<file path="src/rtl/identificador_compuerta_pkg.sv">
// Shared constants for the 2-input gate characteriser: FSM states,
// classification codes and the reference truth tables they decode from.
package identificador_compuerta_pkg;

    typedef enum logic [1:0] {
        REPOSO     = 2'd0,
        ESPERAR    = 2'd1,
        CLASIFICAR = 2'd2
    } estado_t;

    localparam logic [2:0] TIPO_OTRA = 3'd0;
    localparam logic [2:0] TIPO_AND  = 3'd1;
    localparam logic [2:0] TIPO_NAND = 3'd2;
    localparam logic [2:0] TIPO_OR   = 3'd3;
    localparam logic [2:0] TIPO_NOR  = 3'd4;
    localparam logic [2:0] TIPO_XOR  = 3'd5;
    localparam logic [2:0] TIPO_XNOR = 3'd6;

    // Truth tables indexed by the input combination: bit i = output for inputs == i.
    localparam logic [3:0] TABLA_AND  = 4'b1000;
    localparam logic [3:0] TABLA_NAND = 4'b0111;
    localparam logic [3:0] TABLA_OR   = 4'b1110;
    localparam logic [3:0] TABLA_NOR  = 4'b0001;
    localparam logic [3:0] TABLA_XOR  = 4'b0110;
    localparam logic [3:0] TABLA_XNOR = 4'b1001;

endpackage

</file>
<file path="src/rtl/identificador_compuerta_clasificador_tabla.sv">
// Combinational truth-table classifier; shared with other lab checkers,
// so it stays free of any clocking or handshake.
module clasificador_tabla
    import identificador_compuerta_pkg::*;
(
    input  logic [3:0] TablaVerdad,
    output logic [2:0] Tipo
);

    always_comb begin
        case (TablaVerdad)
            TABLA_AND:  Tipo = TIPO_AND;
            TABLA_NAND: Tipo = TIPO_NAND;
            TABLA_OR:   Tipo = TIPO_OR;
            TABLA_NOR:  Tipo = TIPO_NOR;
            TABLA_XOR:  Tipo = TIPO_XOR;
            TABLA_XNOR: Tipo = TIPO_XNOR;
            // NOTE: the default arm assigns Tipo on every path, so no latch is inferred.
            default:    Tipo = TIPO_OTRA;
        endcase
    end

endmodule

</file>
<file path="src/rtl/identificador_compuerta.sv">
// Gate characteriser: steps a 2-input gate through all four input
// combinations, samples each result after ESPERA settle cycles and classifies it.
module identificador_compuerta
    import identificador_compuerta_pkg::*;
#(
    parameter int ESPERA = 2
) (
    input  logic       Reloj,
    input  logic       Reset,
    input  logic       Inicio,
    output logic [1:0] Estimulo,
    input  logic       Respuesta,
    output logic [3:0] TablaVerdad,
    output logic [2:0] Tipo,
    output logic       Ocupado,
    output logic       Listo
);

    localparam logic [7:0] ESPERA_C = 8'(ESPERA);

    estado_t    estado_q;
    logic [7:0] contador_q;
    logic [1:0] indice_q;
    logic [1:0] estimulo_q;
    logic [3:0] tabla_q;
    logic [2:0] tipo_q;
    logic [2:0] tipo_d;
    logic       ocupado_q;
    logic       listo_q;

    clasificador_tabla u_clasificador (
        .TablaVerdad (tabla_q),
        .Tipo        (tipo_d)
    );

    // NOTE: non-blocking assignments so every register updates from pre-edge values.
    always_ff @(posedge Reloj) begin
        if (Reset) begin
            estado_q   <= REPOSO;
            contador_q <= 8'd0;
            indice_q   <= 2'd0;
            estimulo_q <= 2'b00;
            tabla_q    <= 4'b0000;
            tipo_q     <= TIPO_OTRA;
            ocupado_q  <= 1'b0;
            listo_q    <= 1'b0;
        end else begin
            case (estado_q)
                REPOSO: begin
                    if (Inicio) begin
                        indice_q   <= 2'd0;
                        estimulo_q <= 2'b00;
                        contador_q <= ESPERA_C;
                        tabla_q    <= 4'b0000;
                        listo_q    <= 1'b0;
                        ocupado_q  <= 1'b1;
                        estado_q   <= ESPERAR;
                    end
                end
                ESPERAR: begin
                    if (contador_q != 8'd0) begin
                        contador_q <= contador_q - 8'd1;
                    end else begin
                        // Respuesta is only ever sampled here, once per vector.
                        tabla_q[indice_q] <= Respuesta;
                        if (indice_q == 2'd3) begin
                            estado_q <= CLASIFICAR;
                        end else begin
                            indice_q   <= indice_q + 2'd1;
                            estimulo_q <= indice_q + 2'd1;
                            contador_q <= ESPERA_C;
                        end
                    end
                end
                CLASIFICAR: begin
                    tipo_q     <= tipo_d;
                    listo_q    <= 1'b1;
                    ocupado_q  <= 1'b0;
                    estimulo_q <= 2'b00;
                    estado_q   <= REPOSO;
                end
                default: begin
                    estado_q   <= REPOSO;
                    ocupado_q  <= 1'b0;
                    estimulo_q <= 2'b00;
                end
            endcase
        end
    end

    assign Estimulo    = estimulo_q;
    assign TablaVerdad = tabla_q;
    assign Tipo        = tipo_q;
    assign Ocupado     = ocupado_q;
    assign Listo       = listo_q;

endmodule

</file>
<file path="config.mk">
export PLATFORM = sky130hd
export DESIGN_NAME = identificador_compuerta
export DESIGN_NICKNAME = d
export VERILOG_FILES = /design/src/rtl/identificador_compuerta_pkg.sv /design/src/rtl/identificador_compuerta_clasificador_tabla.sv /design/src/rtl/identificador_compuerta.sv
export SDC_FILE = /design/constraint.sdc
export NUM_CORES = 1
export LEC_CHECK = 0
export BUFFER_PORTS_ARGS = -buffer_cell sky130_fd_sc_hd__buf_2
export CAP_MARGIN = 20
export CORE_MARGIN = 2
export CORE_UTILIZATION = 50
export CTS_BUF_LIST = sky130_fd_sc_hd__clkbuf_16
export DETAILED_ROUTE_END_ITERATION = 10
export PLACE_DENSITY = 0.77
export SYNTH_ARGS = -nofsm -noshare
export SYNTH_HDL_FRONTEND = slang
export SYNTH_HIERARCHICAL = 1
export SYNTH_SLANG_ARGS = --single-unit
</file>
<file path="constraint.sdc">
create_clock -name Reloj -period 1.8 [get_ports Reloj]
set_clock_uncertainty 0.05 [all_clocks]
set_input_delay 0 -clock Reloj [delete_from_list [all_inputs] [get_ports Reloj]]
set_output_delay 0 -clock Reloj [all_outputs]
set_load 0.005 [all_outputs]
</file>
==> flow_summary.json <==
{
  "ioPinCount": 15,
  "synth-xor-area-share": 0.01493,
  "fin_nets": 163,
  "hold_violations": 0,
  "period_share": 1.015,
  "vdd_drop_max_mv": 0.7798,
  "start_util": 0.5305,
  "finalSetupViolCount": 1,
  "cts.path.max_buffers": 2,
  "crit_arrival_ns": 1.98,
  "synth_mux_area_frac": 0.06077,
  "setup_ws_ns": -0.02779,
  "drt_pass1_iterations": 4,
  "ys_types": 38,
  "rows": 17,
  "ys_ff_latch": 23,
  "die_y_microns": 52.45,
  "leakagePower_uw": 0.0006440,
  "synthesis.nets": 138,
  "grt_overflow": 0,
  "clk_pin_slew_ns": 0.06,
  "drc_errors": 0,
  "portBuffers": 14,
  "synth-simple-area-share": 0.2697,
  "total_power_uw": 2314,
  "worstPathRequired_ns": 1.95,
  "synth_top_family_by_area": "simple AND/OR/NAND/NOR gates",
  "p_per_area_mw_per_mm2": 1585,
  "fillers": 184,
  "critical_path_class": "reg -> reg",
  "wl_mm": 2.547,
  "yosys.area_share.adder": 0.06397,
  "drive_gt1_frac": 0.2632,
  "antenna_found_initial": 0,
  "syn_to_final_growth_pct": 24.41,
  "die_x_microns": 52.45,
  "synth_warnings": 6,
  "cts_sinks": 23,
  "relSlewSlack": 0.7470,
  "worst-slew-pin-transition_ns": 0.3756,
  "slew_viol_final": 0,
  "failed_checks": "setup timing",
  "wl_per_cell_microns": 14.15,
  "clkLatencyLatePin_ns": 0.26,
  "place_ws_ns": -0.02456,
  "grt_pass1_vias": 996,
  "ant_nets": 0,
  "startpoint_type": "register",
  "syn_inst": 128,
  "synth_compound_area_frac": 0.1652,
  "final_common_cell": "dfxtp_1",
  "grt_pass1_wl_mm": 4.326,
  "synth-seq-area-share": 0.3923,
  "end_kind": "register",
  "track_usage": 0.2164,
  "fmax_mhz": 547.1,
  "cts-root-buf": "clkbuf_16",
  "grt_max_degree": 18,
  "syn_area_sq_mm": 0.001174,
  "whs_ns": 0.08292,
  "coreArea_sq_mm": 0.002212,
  "gp_congestion": 0.8748,
  "rsz0062_at_grt": "yes",
  "diodes": 0,
  "dp_hpwl_mm": 1.807,
  "syn_area_per_cell_sq_um": 9.169,
  "path_max_fanout": 2,
  "routed_via_density": 5.844,
  "drt_iter0_markers": 20,
  "final_cell_mix": "dfxtp_1, buf_2, nor2_1",
  "die_area_sq_mm": 0.002751,
  "cap_violations": 0,
  "vias": 1052,
  "status": "finished, violations left",
  "min_period_ns": 1.828,
  "hold_path_class": "in -> reg",
  "h-tree-depth": 1,
  "setup_tns_ns": -0.02779,
  "cts_tree": "built",
  "numCtsBuffers": 3
}
## worst max-delay path: stages (launching register included)
cell	delay, ns
dfxtp_2	0.33
inv_2	0.08
ha_4	0.13
or3b_4	0.37
or3_1	0.33
or4_1	0.40
nand3_1	0.08
## timing repair
item	4_1_cts	5_1_grt
resized for setup	5	5
pin swaps	0	1
buffers inserted	0	2
endpoints found under the hold margin	4	0
hold buffers	1	0
setup endpoints to repair	1	7
## layer usage
| layer | share of wire | global-route usage | vias up |
|---|---|---|---|
| met2 | 0.48 | 0.3542 | 20 |
| met1 | 0.46 | 0.2616 | 510 |
| met5 | 0 | 0 | - |
| li1 | - | - | 517 |
| met3 | 0.038 | 0.03429 | 5 |
| met4 | 0.022 | 0.1368 | 0 |
## area by class of cell
cell class	count	area, sq um	share of cell area
flip-flops and latches	23	461.7	0.3162
clock inverters	1	3.754	0.002571
multi-input cells	95	710.7	0.4867
well taps	28	35.03	0.02399
repair buffers	25	155.1	0.1063
clock buffers	3	75.07	0.05141
inverters	5	18.77	0.01285
## through the flow
step                      area, sq um    util  std cells
after global placement           1319  0.5962        173
after global routing             1460  0.6601        180
after floorplan                  1174       -        128
after detailed placement         1319  0.5962        173
after CTS                        1421  0.6425        178
final                            1460  0.6601        180
## where the power goes
part / switching (uW) / internal [uW]
combinational: 550 / 550
clock: 174 / 296
sequential: 129 / 615
total: 852 / 1460
## final timing paths
check / startpoint / endpoint / slack [ns] / cells after the start
max reg2reg: contador_q[0] / contador_q[6] / -0.03 / 6
min: Reset / Listo / 0.08 / 2
max: contador_q[0] / contador_q[6] / -0.03 / 6
min reg2reg: Estimulo[0] / Estimulo[0] / 0.41 / 2
## registers in the layout (all words and copies together), names as in the netlist
name / flops
Estimulo: 2
Listo: 1
Ocupado: 1
TablaVerdad: 4
Tipo: 3
contador_q: 8
estado_q: 2
indice_q: 2
## synthesized netlist by cell type
master     number  area share
a211o_1         1      0.0075
a211oi_2        1       0.011
a21boi_0        1      0.0064
a21o_1          3       0.019
a21oi_1         9       0.038
a221o_1         2       0.017
a22o_1          1      0.0075
a311oi_1        2       0.015
a31o_2          1      0.0075
and3_1          2       0.011
and3b_2         1      0.0085
buf_2           1      0.0043
clkbuf_1        4       0.013
dfxtp_1        23        0.39
ha_1            6       0.064
inv_1           5       0.016
mux2_2          1      0.0096
mux2i_1         6       0.051
nand2_1         4       0.013
nand2b_1        3       0.016
nand3_1         3       0.013
nand3b_1        1      0.0064
nand4_1         6       0.032
nor2_1         11       0.035
nor2b_1         5       0.027
nor3_1          4       0.017
nor3_2          1      0.0085
nor3b_1         1      0.0064
nor4_1          1      0.0053
nor4b_4         1       0.020
o2111ai_1       1      0.0075
o21ai_0         5       0.021
o2bb2ai_1       1      0.0075
or3_1           3       0.016
or3b_1          3       0.022
or4_1           2       0.013
xnor2_1         1      0.0075
xor2_1          1      0.0075
## cell families (layout without fill, tap and decap cells)
| logic type | after synthesis | count (layout) |
|---|---|---|
| AND/OR/NAND/NOR | 52 | 52 |
| XOR/XNOR | 2 | 2 |
| AO/OA/AOI/OAI | 28 | 28 |
| multiplexers | 7 | 7 |
| adder cells (fa/ha/maj) | 6 | 6 |
| flip-flops | 23 | 23 |
| buffers and inverters | 10 | 34 |
(Power assumes the default switching activity.)
